$ cat src/rtl/noc_rsp_arb_pkg.sv
// Shared types and constants for the NoC response-lane arbiter.
// Defines the arbiter state encoding and the idle/NOP lane value.
package noc_rsp_arb_pkg;

  typedef enum logic [1:0] {
    ARB_IDLE,
    ARB_XFER,
    ARB_GAP
  } arb_state_t;

  localparam logic       NOC_IDLE_CTL  = 1'b1;
  localparam logic [7:0] NOC_IDLE_DATA = 8'h00;
  localparam int         CNT_W         = 8;

endpackage

$ cat src/rtl/noc_rsp_arb_pick.sv
// Combinational round-robin picker: returns the first requester at or after i_ptr,
// wrapping cyclically, plus a flag saying whether anyone is requesting.
module rr_arb_pick #(
  parameter int N_REQ = 4
) (
  input  logic [N_REQ-1:0]         i_req,
  input  logic [$clog2(N_REQ)-1:0] i_ptr,
  output logic [$clog2(N_REQ)-1:0] o_gnt_id,
  output logic                     o_any
);

  localparam int IW = $clog2(N_REQ);

  int w_idx;

  // Scan offsets from far to near so the nearest valid requester overwrites last.
  always_comb begin
    o_gnt_id = '0;
    o_any    = 1'b0;
    w_idx    = 0;
    for (int k = N_REQ - 1; k >= 0; k--) begin
      w_idx = (int'(i_ptr) + k) % N_REQ;
      if (i_req[IW'(w_idx)]) begin
        o_gnt_id = IW'(w_idx);
        o_any    = 1'b1;
      end
    end
  end

endmodule

$ cat src/rtl/noc_rsp_arb.sv
// Packet-atomic round-robin arbiter sharing the device->NoC byte lane among N_REQ
// response sources; owns framing (ctl=1 on header byte) and the inter-packet gap.
module noc_rsp_arb
  import noc_rsp_arb_pkg::*;
#(
  parameter int N_REQ   = 4,
  parameter int MAX_PKT = 136,
  parameter int GAP     = 1
) (
  input  logic                     i_clk,
  input  logic                     i_rst,
  input  logic [N_REQ-1:0]         i_req_valid,
  input  logic [N_REQ*8-1:0]       i_req_data,
  input  logic [N_REQ-1:0]         i_req_last,
  output logic [N_REQ-1:0]         o_req_ready,
  output logic                     o_noc_from_dev_ctl,
  output logic [7:0]               o_noc_from_dev_data,
  output logic [$clog2(N_REQ)-1:0] o_grant_id,
  output logic                     o_busy,
  output logic                     o_err_underrun,
  output logic                     o_err_overlen
);

  localparam int IW = $clog2(N_REQ);

  arb_state_t       r_state;
  arb_state_t       w_state_nxt;
  logic [IW-1:0]    r_rr_ptr;
  logic [IW-1:0]    r_grant_id;
  logic [CNT_W-1:0] r_byte_cnt;
  logic             r_ctl;
  logic [7:0]       r_data;
  logic             r_busy;
  logic             r_err_underrun;
  logic             r_err_overlen;

  logic [IW-1:0]    w_pick_id;
  logic             w_pick_any;
  logic [7:0]       w_req_bytes [N_REQ];
  logic             w_cur_valid;
  logic             w_cur_last;
  logic [7:0]       w_cur_data;
  logic             w_accept;
  logic             w_hit_max;
  logic             w_end;

  for (genvar g = 0; g < N_REQ; g++) begin : g_unpack
    assign w_req_bytes[g] = i_req_data[8*g +: 8];
  end

  rr_arb_pick #(.N_REQ(N_REQ)) u_pick (
    .i_req    (i_req_valid),
    .i_ptr    (r_rr_ptr),
    .o_gnt_id (w_pick_id),
    .o_any    (w_pick_any)
  );

  assign w_cur_valid = i_req_valid[r_grant_id];
  assign w_cur_last  = i_req_last[r_grant_id];
  assign w_cur_data  = w_req_bytes[r_grant_id];
  assign w_accept    = (r_state == ARB_XFER) && w_cur_valid;
  assign w_hit_max   = (r_byte_cnt == CNT_W'(MAX_PKT - 1));
  assign w_end       = w_accept && (w_cur_last || w_hit_max);

  always_comb begin
    o_req_ready = '0;
    w_state_nxt = r_state;
    case (r_state)
      ARB_IDLE: if (w_pick_any) w_state_nxt = ARB_XFER;
      ARB_XFER: begin
        o_req_ready[r_grant_id] = 1'b1;
        if (w_end) w_state_nxt = (GAP != 0) ? ARB_GAP : ARB_IDLE;
      end
      ARB_GAP:  w_state_nxt = ARB_IDLE;
      default:  w_state_nxt = ARB_IDLE;
    endcase
  end

  always_ff @(posedge i_clk) begin
    if (i_rst) begin
      r_state        <= ARB_IDLE;
      r_rr_ptr       <= '0;
      r_grant_id     <= '0;
      r_byte_cnt     <= '0;
      r_ctl          <= NOC_IDLE_CTL;
      r_data         <= NOC_IDLE_DATA;
      r_busy         <= 1'b0;
      r_err_underrun <= 1'b0;
      r_err_overlen  <= 1'b0;
    end else begin
      r_state        <= w_state_nxt;
      r_busy         <= (w_state_nxt != ARB_IDLE);
      r_ctl          <= NOC_IDLE_CTL;
      r_data         <= NOC_IDLE_DATA;
      r_err_underrun <= 1'b0;
      r_err_overlen  <= 1'b0;
      if (r_state == ARB_IDLE && w_pick_any) r_grant_id <= w_pick_id;
      if (w_accept) begin
        r_ctl  <= (r_byte_cnt == '0);
        r_data <= w_cur_data;
        if (w_end) begin
          r_byte_cnt    <= '0;
          r_rr_ptr      <= (r_grant_id == IW'(N_REQ - 1)) ? '0 : r_grant_id + IW'(1);
          r_err_overlen <= w_hit_max && !w_cur_last;
        end else if (r_byte_cnt < CNT_W'(MAX_PKT)) begin
          r_byte_cnt <= r_byte_cnt + CNT_W'(1);
        end
      end else if (r_state == ARB_XFER && r_byte_cnt != '0) begin
        // Mid-packet starvation: lane goes idle for this slot, grant is held.
        r_err_underrun <= 1'b1;
      end
    end
  end

  assign o_noc_from_dev_ctl  = r_ctl;
  assign o_noc_from_dev_data = r_data;
  assign o_grant_id          = r_grant_id;
  assign o_busy              = r_busy;
  assign o_err_underrun      = r_err_underrun;
  assign o_err_overlen       = r_err_overlen;

endmodule

$ cat config.mk
export PLATFORM = sky130hd
export DESIGN_NAME = noc_rsp_arb
export DESIGN_NICKNAME = d
export VERILOG_FILES = /design/src/rtl/noc_rsp_arb_pkg.sv /design/src/rtl/noc_rsp_arb_pick.sv /design/src/rtl/noc_rsp_arb.sv
export SDC_FILE = /design/constraint.sdc
export NUM_CORES = 1
export LEC_CHECK = 0
export ABC_AREA = 0
export CAP_MARGIN = 30
export CORE_UTILIZATION = 45
export CTS_CLUSTER_SIZE = 16
export DETAILED_ROUTE_END_ITERATION = 6
export PLACE_DENSITY = 0.95
export SYNTH_ARGS = -nofsm -noshare
export SYNTH_HDL_FRONTEND = slang
export SYNTH_SLANG_ARGS = --single-unit
$ cat constraint.sdc
create_clock -name i_clk -period 3.6 [get_ports i_clk]
set_input_delay 0.72 -clock i_clk [delete_from_list [all_inputs] [get_ports i_clk]]
set_output_delay 0.72 -clock i_clk [all_outputs]
set_load 0.02 [all_outputs]
## After elaboration in Yosys (flattened, before gate mapping)

Cells that the tools add are included.
Widths: inputs -> output; s select.

- Register bits: 26
- Bits in latches: 0
- Memory bits (writable): 0
- Bits in read-only memories: 0
- Input bits: 42
- Output and inout port bits: 18
- Word-level logic and storage cells: 83
- Memories: 0

- $add $sub $neg: 5
- $mul: 0
- Divide/modulo/power cells: 0
- Magnitude comparators: 8
- Equality and inequality tests: 3
- Shift operators: 0
- Mux-type cells: 37
- Bitwise gates (word level): 3
- Reduce and logical (&&, ||, !) cells: 18

Operator list:

| operator | number |
|---|---|
| $mux 8 | 4 |
| $bmux 8 s2 | 1 |
| $lt 2x4->1 const B | 4 |
| $mux 1 | 16 |
| $mux 2 | 7 |
| $bmux 1 s2 | 6 |
| $add 8x1->8 const B | 1 |
| $eq 8x8->1 const B | 1 |
| $logic_not 8->1 | 1 |
| $lt 8x8->1 const B | 1 |
| $reduce_bool 8->1 | 1 |
| $logic_and 1x1->1 | 6 |
| $add 2x1->2 const B | 2 |
| $add 2x2->2 const B | 2 |
| $mux 4 | 1 |
| $pmux 2 s2 | 1 |
| $reduce_and 2->1 | 2 |
| $reduce_bool 2->1 | 2 |
| $reduce_or 2->1 | 2 |
| $ge 3x3->1 const B | 1 |
| $lt 2x3->1 const B | 1 |
| $not 2->3 | 1 |
| $reduce_or 3->1 | 1 |
| $demux 1 s2 | 1 |
| other kinds (7) | 8 |

## Logic depth before layout (Yosys ltp)

- Word-level depth: 11
- Depth in mapped cells: 5
- Depth with buffers taken out: 4

## By module

Synthesis repeated with hierarchy kept, for this count alone.

- Cell total of the unflattened synthesis: 152
- Area total of the unflattened synthesis: 1468.9 um^2

Modules (own cells, without submodules):

| module | instances | cells each | area an instance (um^2) | seq. area each (um^2) |
|---|---|---|---|---|
| noc_rsp_arb | 1 | 139 | 1391.3 | 520.5 |
| rr_arb_pick | 1 | 13 | 77.6 | 0.0 |

## Worst setup path after synthesis

OpenSTA, ideal clock, no wires.

- Kind: register to output
- From: register r_grant_id[0] (netlist: o_grant_id[0])
- To: output o_req_ready[0]
- Arrival time: 1352 ps
- Required time: 2880 ps
- Path slack: 1528 ps
- Cell stages (with the launch flop): 5
- Path buffers: 1
- Cells stage by stage: dfxtp_1 > buf_2 > inv_1 > ha_1 > and2_1

- Longest elaborated chain between the ends: 5
- Elaborated cells on any way between the ends: 6
- Those cells by class: 2 x order compare; 3 x mux; 1 x reduce/logical

Ends and longest elaborated chain:

| element | line | RTL |
|---|---|---|
| from (decl) | noc_rsp_arb.sv:29 | `logic [IW-1:0] r_grant_id;` |
| from (signal assigned) | noc_rsp_arb.sv:97 | `if (r_state == ARB_IDLE && w_pick_any) r_grant_id <= w_pick_id;` |
| $lt 2x3->1 (implied by the code) or $ge 2x1->1 (tied branches) | noc_rsp_arb.sv:71 | `o_req_ready[r_grant_id] = 1'b1;` |
| $logic_and 1x1->1 (implied by the code) | noc_rsp_arb.sv:71 |  |
| $mux 1 (implied by the code) | noc_rsp_arb.sv:71 |  |
| $demux 1 s2 * | noc_rsp_arb.sv:71 |  |
| $mux 4 * | noc_rsp_arb.sv:68 | `case (r_state)` |
| to (decl) | noc_rsp_arb.sv:15 | `output logic [N_REQ-1:0] o_req_ready,` |

Mark *: on every way between the ends. The rest lies on a longest branch, timed or not.

## Worst setup path in the final report

- From: register r_grant_id[0] (netlist: o_grant_id[0])
- To: output o_req_ready[2]

The elaborated chain is that of the path after synthesis.

==> out/summary.txt <==
Status: finished, violations left
Violated checks: DRC
Critical Path Source: o_grant_id[0]
DRC: 1
Mapped Cells: 139
# rows: 19
Diodes inserted: 0
Max Cap Violations: 0
Drt wl/cell: 17.4 um
Placed Area: 2010 um2
Clock slew at reported path FFs: 0.13 ns
Crit. End Element: output port
Max Fclk: 335 MHz
Post-synthesis sequential area ratio: 37.1%
Ys async rst share: 0%
Die Width: 57.8 um
Ordered cell list for the critical path: inv_1 > ha_1 > and2_1 > clkdlybuf4s50_1
CP Max Fanout: 16
Final hold viol count: 0
Post-Layout Cell Count: 226
Pint: 469 uW
Bufs on Longest Clock Path: 2
Depth of the CTS H-tree: 1
Critical Path Sink: o_req_ready[2]
Fillers: 208
Met1 usage: 30.0%
Prevailing post-synth register cell: dfxtp_1
Mapped Avg Cell Area: 10.1 um2
Worst slew pin tran: 0.793 ns
Ys Warns: 0
Syn nets: 187
Slew Viols, Final: 0
Design Area, Final: 2030 um2
Core area: 2850 um2
TritonCTS Buffers: 3
Sw Ratio: 30.4%
Sequential power share: 49.0%
Seq. cell area: 520 um2
Critical path class: register to output port
Post-synth cell types: 40
Met2 Track Usage GR: 44.7%
Setup Fix Bufs, Post-CTS: 0
Crit path required time: 2.88 ns
Gpl congestion: 0.884
Peak VDD IR: 0.193 mV
Reg2reg start: o_grant_id[0]
Clock Latency Late Sink: 0.32 ns
Area grow syn2layout: 44.7%
Routed vias/inst: 5.90
Clk root buf: clkbuf_4
GRT Total Usage: 24.9%
PortBufs: 59
Post-cts gate resize count: 0
DPL Wire Length: 3230 um
CP Launch Type: register
Final net count: 245
Hold_buf cts: 0
First-pass GRT wire length: 6260 um
Crit-path max cell delay: 0.87 ns
Seq cells post-synth: 26
Pwr Density: 332 nW/um2
Final period util: 82.8%
Clk sinks: 26
Slew margin rel.: 46.4%
Multi-input logic area: 835 um2
Pin count of the biggest net entering global routing: 17
Hold WC Path Type: register to register
Grt met3 use: 3.57%
Synthesized cell area: 1400 um2
DIE AREA: 3340 um2
GR peak layer: met2
Drt pass-1 iters: 6
Setup TNS: 0 ns
Number of global-route vias before repair: 1,325
Initial DRC count: 32
R2r endpoint: r_state[0]
Critical Path Slowest Stage Cell: dfxtp_1
Initial antenna violation count: 0
Worst path arrival time: 2.26 ns
Share of total power in the clock network: 17.9%
Worst Reg2Reg Path Length in Cells: 4
Unrepaired setup endpoints after global routing: false
Comb power frac: 33.1%
Post-route ant nets: 0
Dpl ws: 0.901 ns
Internal reg-to-reg setup slack: 1.14 ns
Initial Util: 49.2%
Fin crit period: 2.98 ns
Final setup fails: 0
Post-Route WL: 3940 um
Clock Skew: 0.00205 ns
Switching power: 205 uW
Grt ovf: 0
Total chip power: 673 uW
IO Count: 60
Vias: 1,333
P_leak: 0.000681 uW
Vert. Die Dim: 57.8 um
EDFF count, synth: 0
Final setup margin: 0.618 ns
CTS tree: done
Share of cells above drive strength 1: 7.69%
Placed Cells: 223
==> worst min path at each step <==
stage	cells past startpoint	slack (ns)	endpoint	startpoint
global route	2	0.55	r_byte_cnt[0]	r_byte_cnt[0]
CTS	2	0.53	r_byte_cnt[0]	r_byte_cnt[0]
finish	2	0.52	r_byte_cnt[0]	r_byte_cnt[0]
floorplan	2	0.47	r_rr_ptr[0]	r_rr_ptr[0]
detailed placement	2	0.51	r_byte_cnt[0]	r_byte_cnt[0]
global placement	2	0.50	r_byte_cnt[6]	r_byte_cnt[6]
==> synthesized netlist by cell type, types with 2 or more instances <==
cell type / count / share of area [%]
nand3_1: 4 / 1.4
or3_1: 2 / 0.89
nand2_1: 8 / 2.1
nor4_1: 2 / 0.89
a21oi_1: 13 / 4.6
dfxtp_1: 26 / 37
o21ai_1: 2 / 0.71
or4_1: 5 / 2.7
nor2b_1: 9 / 4.0
clkbuf_1: 2 / 0.54
o31ai_1: 3 / 1.6
buf_1: 2 / 0.54
inv_1: 6 / 1.6
nand4_1: 3 / 1.3
nand2b_1: 2 / 0.89
nor2_1: 7 / 1.9
ha_1: 6 / 5.4
mux4_2: 9 / 14
nand3b_1: 2 / 1.1
and2_1: 5 / 2.2
nor3_1: 2 / 0.71
==> layout make-up <==
cell class	instances	share of cell area (%)
flip-flops and latches	26	25.6
repair buffers	59	29.1
well taps	31	1.91
multi-input cells	101	41.1
clock buffers	3	1.11
inverters	6	1.11
==> state kept, by name (all words and copies together) (netlist names) <==
signal               flops
o_grant_id               2
o_noc_from_dev_ctl       1
o_busy                   1
r_rr_ptr                 2
o_err_overlen            1
r_state                  2
o_err_underrun           1
r_byte_cnt               8
o_noc_from_dev_data      8
==> power by group through the flow <==
stage / Sequential, uW / Clock (uW) / Combinational, uW
floorplan: 339 / 0 / 116
global placement: 335 / 0 / 213
detailed placement: 336 / 0 / 222
CTS: 330 / 123 / 223
global route: 334 / 138 / 236
finish: 330 / 121 / 223
==> through the flow <==
stage	util (%)	hold WS (ns)
6_report	71.1	0.524
2_1_floorplan	-	0.474
5_1_grt	71.1	0.550
3_5_place_dp	70.4	0.506
3_3_place_gp	70.4	0.500
4_1_cts	71.1	0.525
==> worst max-delay path: cells and delay by family, from the launching register on <==
family                     cells  cell delay (ns)
DFF                            1             0.87
buffers and inverters          2             0.71
and+or+nand+nor                1             0.13
adders and majority gates      1             0.23
==> cells in the final DEF, fill, tap and decap left out, types with 3 or more instances in the layout <==
cell	count
a21oi_1	13
and2_1	5
clkbuf_4	3
clkdlybuf4s50_1	59
dfxtp_1	26
ha_1	6
inv_1	6
mux4_2	9
nand2_1	8
nand3_1	4
nand4_1	3
nor2_1	7
nor2b_1	9
o31ai_1	3
or4_1	5
==> layer usage <==
metal  share of wire, %  wire [um]
met2                 53       2070
met3                3.4        134
met1                 41       1630
met5                  0          0
met4                2.6        104
==> cell families (layout without fill, tap and decap cells) <==
family                     after synthesis  after routing  synth area share, %
and+or+nand+nor                         55             55                 23.5
AOI/OAI and AO/OA                       28             28                 13.0
DFF                                     26             26                 37.1
buffers and inverters                   12             68                 3.39
muxes                                   11             11                 17.0
adders and majority gates                6              6                 5.35
xor gates and xnor gates                 1              1                0.625
Note: power is estimated with default switching activity, not from simulation.
